### src/rtl/lfsr_rng_gen.sv
// -----------------------------------------------------------------------------
// lfsr_rng_gen -- parametrised Fibonacci-LFSR pseudo-random word source.
//
// A WIDTH-bit LFSR (taps in TAP_MASK) is shifted once per enabled cycle. After
// WARMUP discarded shifts, every STEPS-th shift is offered to the consumer as
// one word over a valid/ready handshake. The LFSR keeps free-running while a
// word waits to be taken, so backpressure never stalls the sequence.
//
// Optional feature (define RNG_HEALTH_EN):
//   Repetition-count health test. REP_LIMIT identical consecutive captured
//   words set a sticky health_fail, drop rnd_valid and park the FSM in HALT
//   until reset or seed_load. Without the macro health_fail is tied to 0.
//
// Ports:
//   clk          in   clock
//   rst_n        in   asynchronous active-low reset
//   enable       in   run the LFSR; low freezes LFSR and counters
//   seed_load    in   single-cycle reseed strobe (a zero seed becomes SEED)
//   seed_in      in   [WIDTH] seed sampled when seed_load=1
//   rnd_valid    out  rnd_data holds an unconsumed word
//   rnd_ready    in   consumer accepts the word
//   rnd_data     out  [WIDTH] random word
//   word_count   out  [32] accepted handshakes, wraps at 2^32
//   busy_warmup  out  FSM is discarding warm-up shifts
//   health_fail  out  sticky health-test failure
// -----------------------------------------------------------------------------
module lfsr_rng_gen #(
    parameter int               WIDTH     = 32,
    parameter logic [WIDTH-1:0] TAP_MASK  = 32'h8020_0003,
    parameter logic [WIDTH-1:0] SEED      = 32'hACE1_BEEF,
    parameter int               STEPS     = 1,
    parameter int               WARMUP    = 16,
    parameter int               REP_LIMIT = 4
) (
    input  logic             clk,
    input  logic             rst_n,
    input  logic             enable,
    input  logic             seed_load,
    input  logic [WIDTH-1:0] seed_in,
    output logic             rnd_valid,
    input  logic             rnd_ready,
    output logic [WIDTH-1:0] rnd_data,
    output logic [31:0]      word_count,
    output logic             busy_warmup,
    output logic             health_fail
);

    localparam int               STEP_W    = $clog2(WIDTH + 1);
    localparam logic [STEP_W-1:0] STEP_LAST = STEP_W'(STEPS - 1);
    localparam logic [31:0]      WARM_INIT = 32'(WARMUP);

    typedef enum logic [1:0] {
        ST_WARMUP = 2'd0,
        ST_RUN    = 2'd1,
        ST_HALT   = 2'd2
    } state_e;

    // With no warm-up the generator comes out of reset/reseed already running.
    localparam state_e ST_START = (WARMUP == 0) ? ST_RUN : ST_WARMUP;

    // Elaboration-time parameter legality checks.
    if (WIDTH < 8 || WIDTH > 64) begin : g_chk_width
        $error("lfsr_rng_gen: WIDTH must be in 8..64");
    end
    if (STEPS < 1 || STEPS > WIDTH) begin : g_chk_steps
        $error("lfsr_rng_gen: STEPS must be in 1..WIDTH");
    end
    if (WARMUP < 0) begin : g_chk_warmup
        $error("lfsr_rng_gen: WARMUP must be non-negative");
    end
    if (SEED == '0) begin : g_chk_seed
        $error("lfsr_rng_gen: SEED must be non-zero");
    end
    if (REP_LIMIT < 1) begin : g_chk_rep
        $error("lfsr_rng_gen: REP_LIMIT must be at least 1");
    end

    function automatic logic [WIDTH-1:0] lfsr_shift(input logic [WIDTH-1:0] s);
        return {s[WIDTH-2:0], ^(s & TAP_MASK)};
    endfunction

    state_e            state_q, state_d;
    logic [WIDTH-1:0]  lfsr_q, lfsr_d;
    logic              rnd_valid_q, rnd_valid_d;
    logic [WIDTH-1:0]  rnd_data_q, rnd_data_d;
    logic [31:0]       word_count_q, word_count_d;
    logic [STEP_W-1:0] step_cnt_q, step_cnt_d;
    logic [31:0]       warm_cnt_q, warm_cnt_d;

    logic [WIDTH-1:0]  lfsr_next;
    logic              shift_zero;
    logic              accept;
    logic              slot_free;

`ifdef RNG_HEALTH_EN
    // rep_cnt_q = run length of identical words ending in rnd_data_q;
    // 0 means nothing has been captured since reset/reseed.
    logic [31:0]       rep_cnt_q, rep_cnt_d;
    logic [31:0]       rep_next;
    logic              health_fail_q, health_fail_d;
`endif

    always_comb begin
        lfsr_next    = lfsr_shift(lfsr_q);
        shift_zero   = (lfsr_next == '0);
        accept       = rnd_valid_q & rnd_ready;
        slot_free    = ~rnd_valid_q | rnd_ready;

        state_d      = state_q;
        lfsr_d       = lfsr_q;
        rnd_valid_d  = rnd_valid_q;
        rnd_data_d   = rnd_data_q;
        word_count_d = word_count_q;
        step_cnt_d   = step_cnt_q;
        warm_cnt_d   = warm_cnt_q;
`ifdef RNG_HEALTH_EN
        rep_next      = (rep_cnt_q != 32'd0 && lfsr_next == rnd_data_q)
                        ? rep_cnt_q + 32'd1 : 32'd1;
        rep_cnt_d     = rep_cnt_q;
        health_fail_d = health_fail_q;
`endif

        // A transfer always counts and frees the slot, even on a reseed cycle.
        if (accept) begin
            word_count_d = word_count_q + 32'd1;
            rnd_valid_d  = 1'b0;
        end

        if (seed_load) begin
            lfsr_d      = (seed_in == '0) ? SEED : seed_in;
            rnd_valid_d = 1'b0;
            step_cnt_d  = '0;
            warm_cnt_d  = WARM_INIT;
            state_d     = ST_START;
`ifdef RNG_HEALTH_EN
            rep_cnt_d     = 32'd0;
            health_fail_d = 1'b0;
`endif
        end else begin
            // A shift that lands on the all-zero state is a dead cycle: no
            // counter advances and nothing is captured; the following cycle
            // reloads SEED regardless of enable.
            case (state_q)
                ST_WARMUP: begin
                    if (lfsr_q == '0) begin
                        lfsr_d = SEED;
                    end else if (enable) begin
                        lfsr_d = lfsr_next;
                        if (!shift_zero) begin
                            warm_cnt_d = warm_cnt_q - 32'd1;
                            if (warm_cnt_q == 32'd1) begin
                                state_d = ST_RUN;
                            end
                        end
                    end
                end
                ST_RUN: begin
                    if (lfsr_q == '0) begin
                        lfsr_d = SEED;
                    end else if (enable) begin
                        lfsr_d = lfsr_next;
                        if (!shift_zero) begin
                            if (step_cnt_q != STEP_LAST) begin
                                step_cnt_d = step_cnt_q + STEP_W'(1);
                            end else if (slot_free) begin
                                // Otherwise step_cnt parks at STEP_LAST and the
                                // capture fires on the first cycle the slot frees.
                                step_cnt_d = '0;
`ifdef RNG_HEALTH_EN
                                if (rep_next >= 32'(REP_LIMIT)) begin
                                    health_fail_d = 1'b1;
                                    rnd_valid_d   = 1'b0;
                                    state_d       = ST_HALT;
                                end else begin
                                    rnd_data_d  = lfsr_next;
                                    rnd_valid_d = 1'b1;
                                    rep_cnt_d   = rep_next;
                                end
`else
                                rnd_data_d  = lfsr_next;
                                rnd_valid_d = 1'b1;
`endif
                            end
                        end
                    end
                end
                ST_HALT: begin
                    rnd_valid_d = 1'b0;
                end
                default: begin
                    state_d = ST_START;
                end
            endcase
        end
    end

    always_ff @(posedge clk or negedge rst_n) begin
        if (!rst_n) begin
            state_q       <= ST_START;
            lfsr_q        <= SEED;
            rnd_valid_q   <= 1'b0;
            rnd_data_q    <= '0;
            word_count_q  <= '0;
            step_cnt_q    <= '0;
            warm_cnt_q    <= WARM_INIT;
`ifdef RNG_HEALTH_EN
            rep_cnt_q     <= 32'd0;
            health_fail_q <= 1'b0;
`endif
        end else begin
            state_q       <= state_d;
            lfsr_q        <= lfsr_d;
            rnd_valid_q   <= rnd_valid_d;
            rnd_data_q    <= rnd_data_d;
            word_count_q  <= word_count_d;
            step_cnt_q    <= step_cnt_d;
            warm_cnt_q    <= warm_cnt_d;
`ifdef RNG_HEALTH_EN
            rep_cnt_q     <= rep_cnt_d;
            health_fail_q <= health_fail_d;
`endif
        end
    end

    assign rnd_valid   = rnd_valid_q;
    assign rnd_data    = rnd_data_q;
    assign word_count  = word_count_q;
    assign busy_warmup = (state_q == ST_WARMUP);
`ifdef RNG_HEALTH_EN
    assign health_fail = health_fail_q;
`else
    assign health_fail = 1'b0;
`endif

endmodule

### config.mk
export PLATFORM = sky130hd
export DESIGN_NAME = lfsr_rng_gen
export DESIGN_NICKNAME = d
export VERILOG_FILES = /design/src/rtl/lfsr_rng_gen.sv
export SDC_FILE = /design/constraint.sdc
export NUM_CORES = 1
export LEC_CHECK = 0
export ABC_AREA = 1
export BUFFER_PORTS_ARGS = -buffer_cell sky130_fd_sc_hd__buf_4
export CAP_MARGIN = 40
export CORE_MARGIN = 2
export CORE_UTILIZATION = 45
export DETAILED_ROUTE_END_ITERATION = 6
export PLACE_DENSITY = 0.66
export SLEW_MARGIN = 20
export SYNTH_ARGS = -nofsm -noshare
export SYNTH_HDL_FRONTEND = slang
export SYNTH_SLANG_ARGS = --single-unit
### constraint.sdc
create_clock -name clk -period 2.75 [get_ports clk]
set_clock_uncertainty 0.1 [all_clocks]
set_input_delay 0.55 -clock clk [delete_from_list [all_inputs] [get_ports clk]]
set_output_delay 0.55 -clock clk [all_outputs]
set_load 0.005 [all_outputs]
==> impl_metrics.toml <==
[synth]
ys_warn_count = 0
avgSynthCellArea_um2 = 7.18
yosys.area.top_type_share_pct = 36.1
synth_ff_type = "dfrtp_1"
synth_top_cell_by_area = "dfrtp_1"
syn_nets = 1143
async_reset_ff_share_pct = 100
ys_ff_latch = 136
ys_seq_area_share_pct = 43.4
yosys.cell_types.count = 39
synthTopCellsByArea = "dfrtp_1 36%, nand2_1 19%, nor2_1 8.1%"
synth_edf_count = 0
syn_area_um2 = 7900
syn-instance-count = 1100

[grt]
grt_overflow = 0
grt_max_degree = 63
grt_pass1_vias = 6865
grt_pass1_wl_mm = 34.2
antenna_found_initial = 0
grt_usage_pct = 23.0

[floorplanning]
io_pins = 104
initial_core_util_pct = 45.8
rows = 48
die_area_um2 = 18600
die_h_um = 137
core-area_um2 = 17200
die_x_um = 137

[route]
drc = 0
drt-initial-drc-count = 681
avgRoutedWirePerCell_um = 14.5
routed-via-count = 7460
drt-total-wl_mm = 20.7
first_pass_iters = 7
vias_per_cell = 5.20
ant_nets = 0

[placed_design]
place_area_um2 = 8870
dp.cells = 1402
place.gp.congestion = 0.902
port_buffers = 102
hpwl_mm = 14.7

[timing]
slew_headroom_pct = 55.0
slew_viol_final = 0
max_freq_mhz = 442
hold-worst-slack_ns = 0.261
rsz0062_at_grt = "false"
finalCriticalPeriod_ns = 2.26
worstMarginPinSlew_ns = 0.674
setup_tns_ns = 0
hold_viol_final = 0
fin_crit_sh_pct = 82.2
setup_violations = 0

[hold_path]
hp-class = "in2reg"
hold_depth = 3

[clock_tree]
cts.path.max_buffers = 2
cts_resized = 0
cts_root_buf = "clkbuf_16"
htree_levels = 4
cts_hold_buffers = 1
cts_sinks = 136
clk_pin_slew_worst_paths_ns = 0.06
cts_tree = "done"
clkLatencyLatePin_ns = 0.42
postCtsSetupBuffers = 0
cts_made_buffers = 17

[worst_setup_path]
slowest_delay_ns = 0.56
path_cells = "inv_1, ha_1, inv_1, nand3_1, nand2_1, nor2_2, nand2_1, nand2_2, nand2_2, nand2_4, nand2_1, nand2_1"
crit_type = "reg2reg"
end_kind = "flip-flop"
critPathMaxFanout = 32
required_ns = 3.01
crit_path_start_kind = "flip-flop"
rr_worst_depth = 12
crit_top_cell = "nand2_1"
arrival_ns = 2.52
cpMaxStageDelayCell = "dfstp_2"

[status]
outcome = "completed"

[power_and_ir_drop]
power.switching_mw = 2.64
p_per_area_nw_per_um2 = 776
irDropWorstVdd_v = 0.000508
internal_power_mw = 4.71
comb_power_share_pct = 31.2
p_total_mw = 7.34
p_leak_nw = 4.84
clock_power_share_pct = 30.7
swShare_pct = 35.9
power_frac_seq_pct = 38.0

[cells_and_area]
layout.nets = 1240
nFillCells = 1686
fin_area_um2 = 9460
multi_input_area_um2 = 4010
final_cells = 1435
seq_area_um2 = 3430
area_growth_pct = 19.8
layout-drive-gt1-share_pct = 16.6
diodes = 0

[job]
cap_violations = 0
-- worst max-delay path, delay by kind of cell, from the launching register on --
kind | cells | cell delay, ns
buf+inv | 2 | 0.12
flops | 1 | 0.56
fa+ha+maj | 1 | 0.30
simple gates | 9 | 1.10
-- cells in the mapped netlist, types with 7 or more instances --
| master | number |
|---|---|
| a21oi_1 | 9 |
| buf_2 | 16 |
| clkbuf_1 | 13 |
| dfrtp_1 | 114 |
| dfstp_2 | 22 |
| inv_1 | 66 |
| nand2_1 | 390 |
| nand3_1 | 88 |
| nand4_1 | 43 |
| nor2_1 | 170 |
| nor2_2 | 10 |
| nor3_1 | 17 |
| o21a_1 | 7 |
| o21ai_0 | 23 |
| xnor2_1 | 16 |
| xor2_1 | 32 |
-- flip-flops by register name, summed over array words and instances (netlist names) --
name / count
state_q: 1
lfsr_q: 32
warm_cnt_q: 32
step_cnt_q: 6
rnd_valid: 1
rnd_data: 32
word_count: 32
-- layout make-up --
type	instances	share of cell area (%)
flip-flops and latches	136	36.3
well taps	225	2.97
clock buffers	18	4.53
inverters	72	2.91
repair buffers	116	9.40
clock inverters	14	1.60
multi-input cells	854	42.3
-- power by group through the flow --
stage | combinational (mW) | clock [mW] | sequential [mW]
after floorplan | 1.50 | 0 | 2.75
after global placement | 2.25 | 0 | 2.82
after detailed placement | 2.28 | 0 | 2.82
after CTS | 2.30 | 2.29 | 2.79
after global routing | 2.67 | 2.37 | 2.85
final | 2.29 | 2.26 | 2.79
-- per-stage QoR --
| stage | util, % | setup WS [ns] |
|---|---|---|
| 3_5_place_dp | 51.5 | 0.414 |
| 2_1_floorplan | - | 0.832 |
| 6_report | 54.9 | 0.489 |
| 4_1_cts | 54.9 | 0.506 |
| 3_3_place_gp | 51.5 | 0.431 |
| 5_1_grt | 54.9 | 0.323 |
-- path summary, 6_finish.rpt --
| check | start | to | slack, ns |
|---|---|---|---|
| min | seed_in[6] | lfsr_q[6]$_DFFE_PN1P_ | 0.26 |
| min in group asynchronous | rst_n | word_count[4]$_DFFE_PN0P_ | 0.48 |
| max reg2reg | lfsr_q[1]$_DFFE_PN1P_ | warm_cnt_q[6]$_DFFE_PN0P_ | 0.49 |
| max | lfsr_q[1]$_DFFE_PN1P_ | warm_cnt_q[6]$_DFFE_PN0P_ | 0.49 |
| min reg2reg | rnd_data[9]$_DFFE_PN0P_ | rnd_data[9]$_DFFE_PN0P_ | 0.37 |
| max in group asynchronous | rst_n | lfsr_q[12]$_DFFE_PN1P_ | 1.37 |
-- cell families after synthesis --
kind of cell / synth area share [%]
AND/OR/NAND/NOR: 40.2
flip-flops: 43.4
buffers and inverters: 5.97
AO/OA/AOI/OAI: 4.12
XOR/XNOR: 5.32
adder cells (fa/ha/maj): 0.950
other: 0.0475
-- placed cells by master (no fill, tap or decap), types with 2 or more instances in the layout --
cell          n
inv_6         3
nor2_1      170
nand2_4       4
a21oi_1       9
inv_1        66
clkinv_2      2
nand3_2       3
clkinvlp_4    5
nand4_1      43
clkinv_4      3
nor3_1       17
o21ai_0      23
xor2_1       32
xnor2_1      16
clkbuf_16    17
dfrtp_1     114
bufinv_16     2
nand3b_1      3
buf_4       113
nand2_1     390
nand2_2       4
nand3_1      88
nor2_4        4
o21bai_1      6
inv_2         5
nor4_1        2
o21a_1        7
nor2_2       10
ha_1          6
o21ai_1       6
o211ai_1      3
dfstp_2      22
-- routing by layer --
layer / part of all wire, % / up-vias / track usage [%]
li1: - / 3696 / -
met1: 48 / 3460 / 34.1
met2: 44 / 275 / 35.1
met3: 6.9 / 29 / 4.04
met4: 1.2 / 0 / 5.50
met5: 0 / - / 0
No activity file was read; power rests on OpenSTA's default activity.
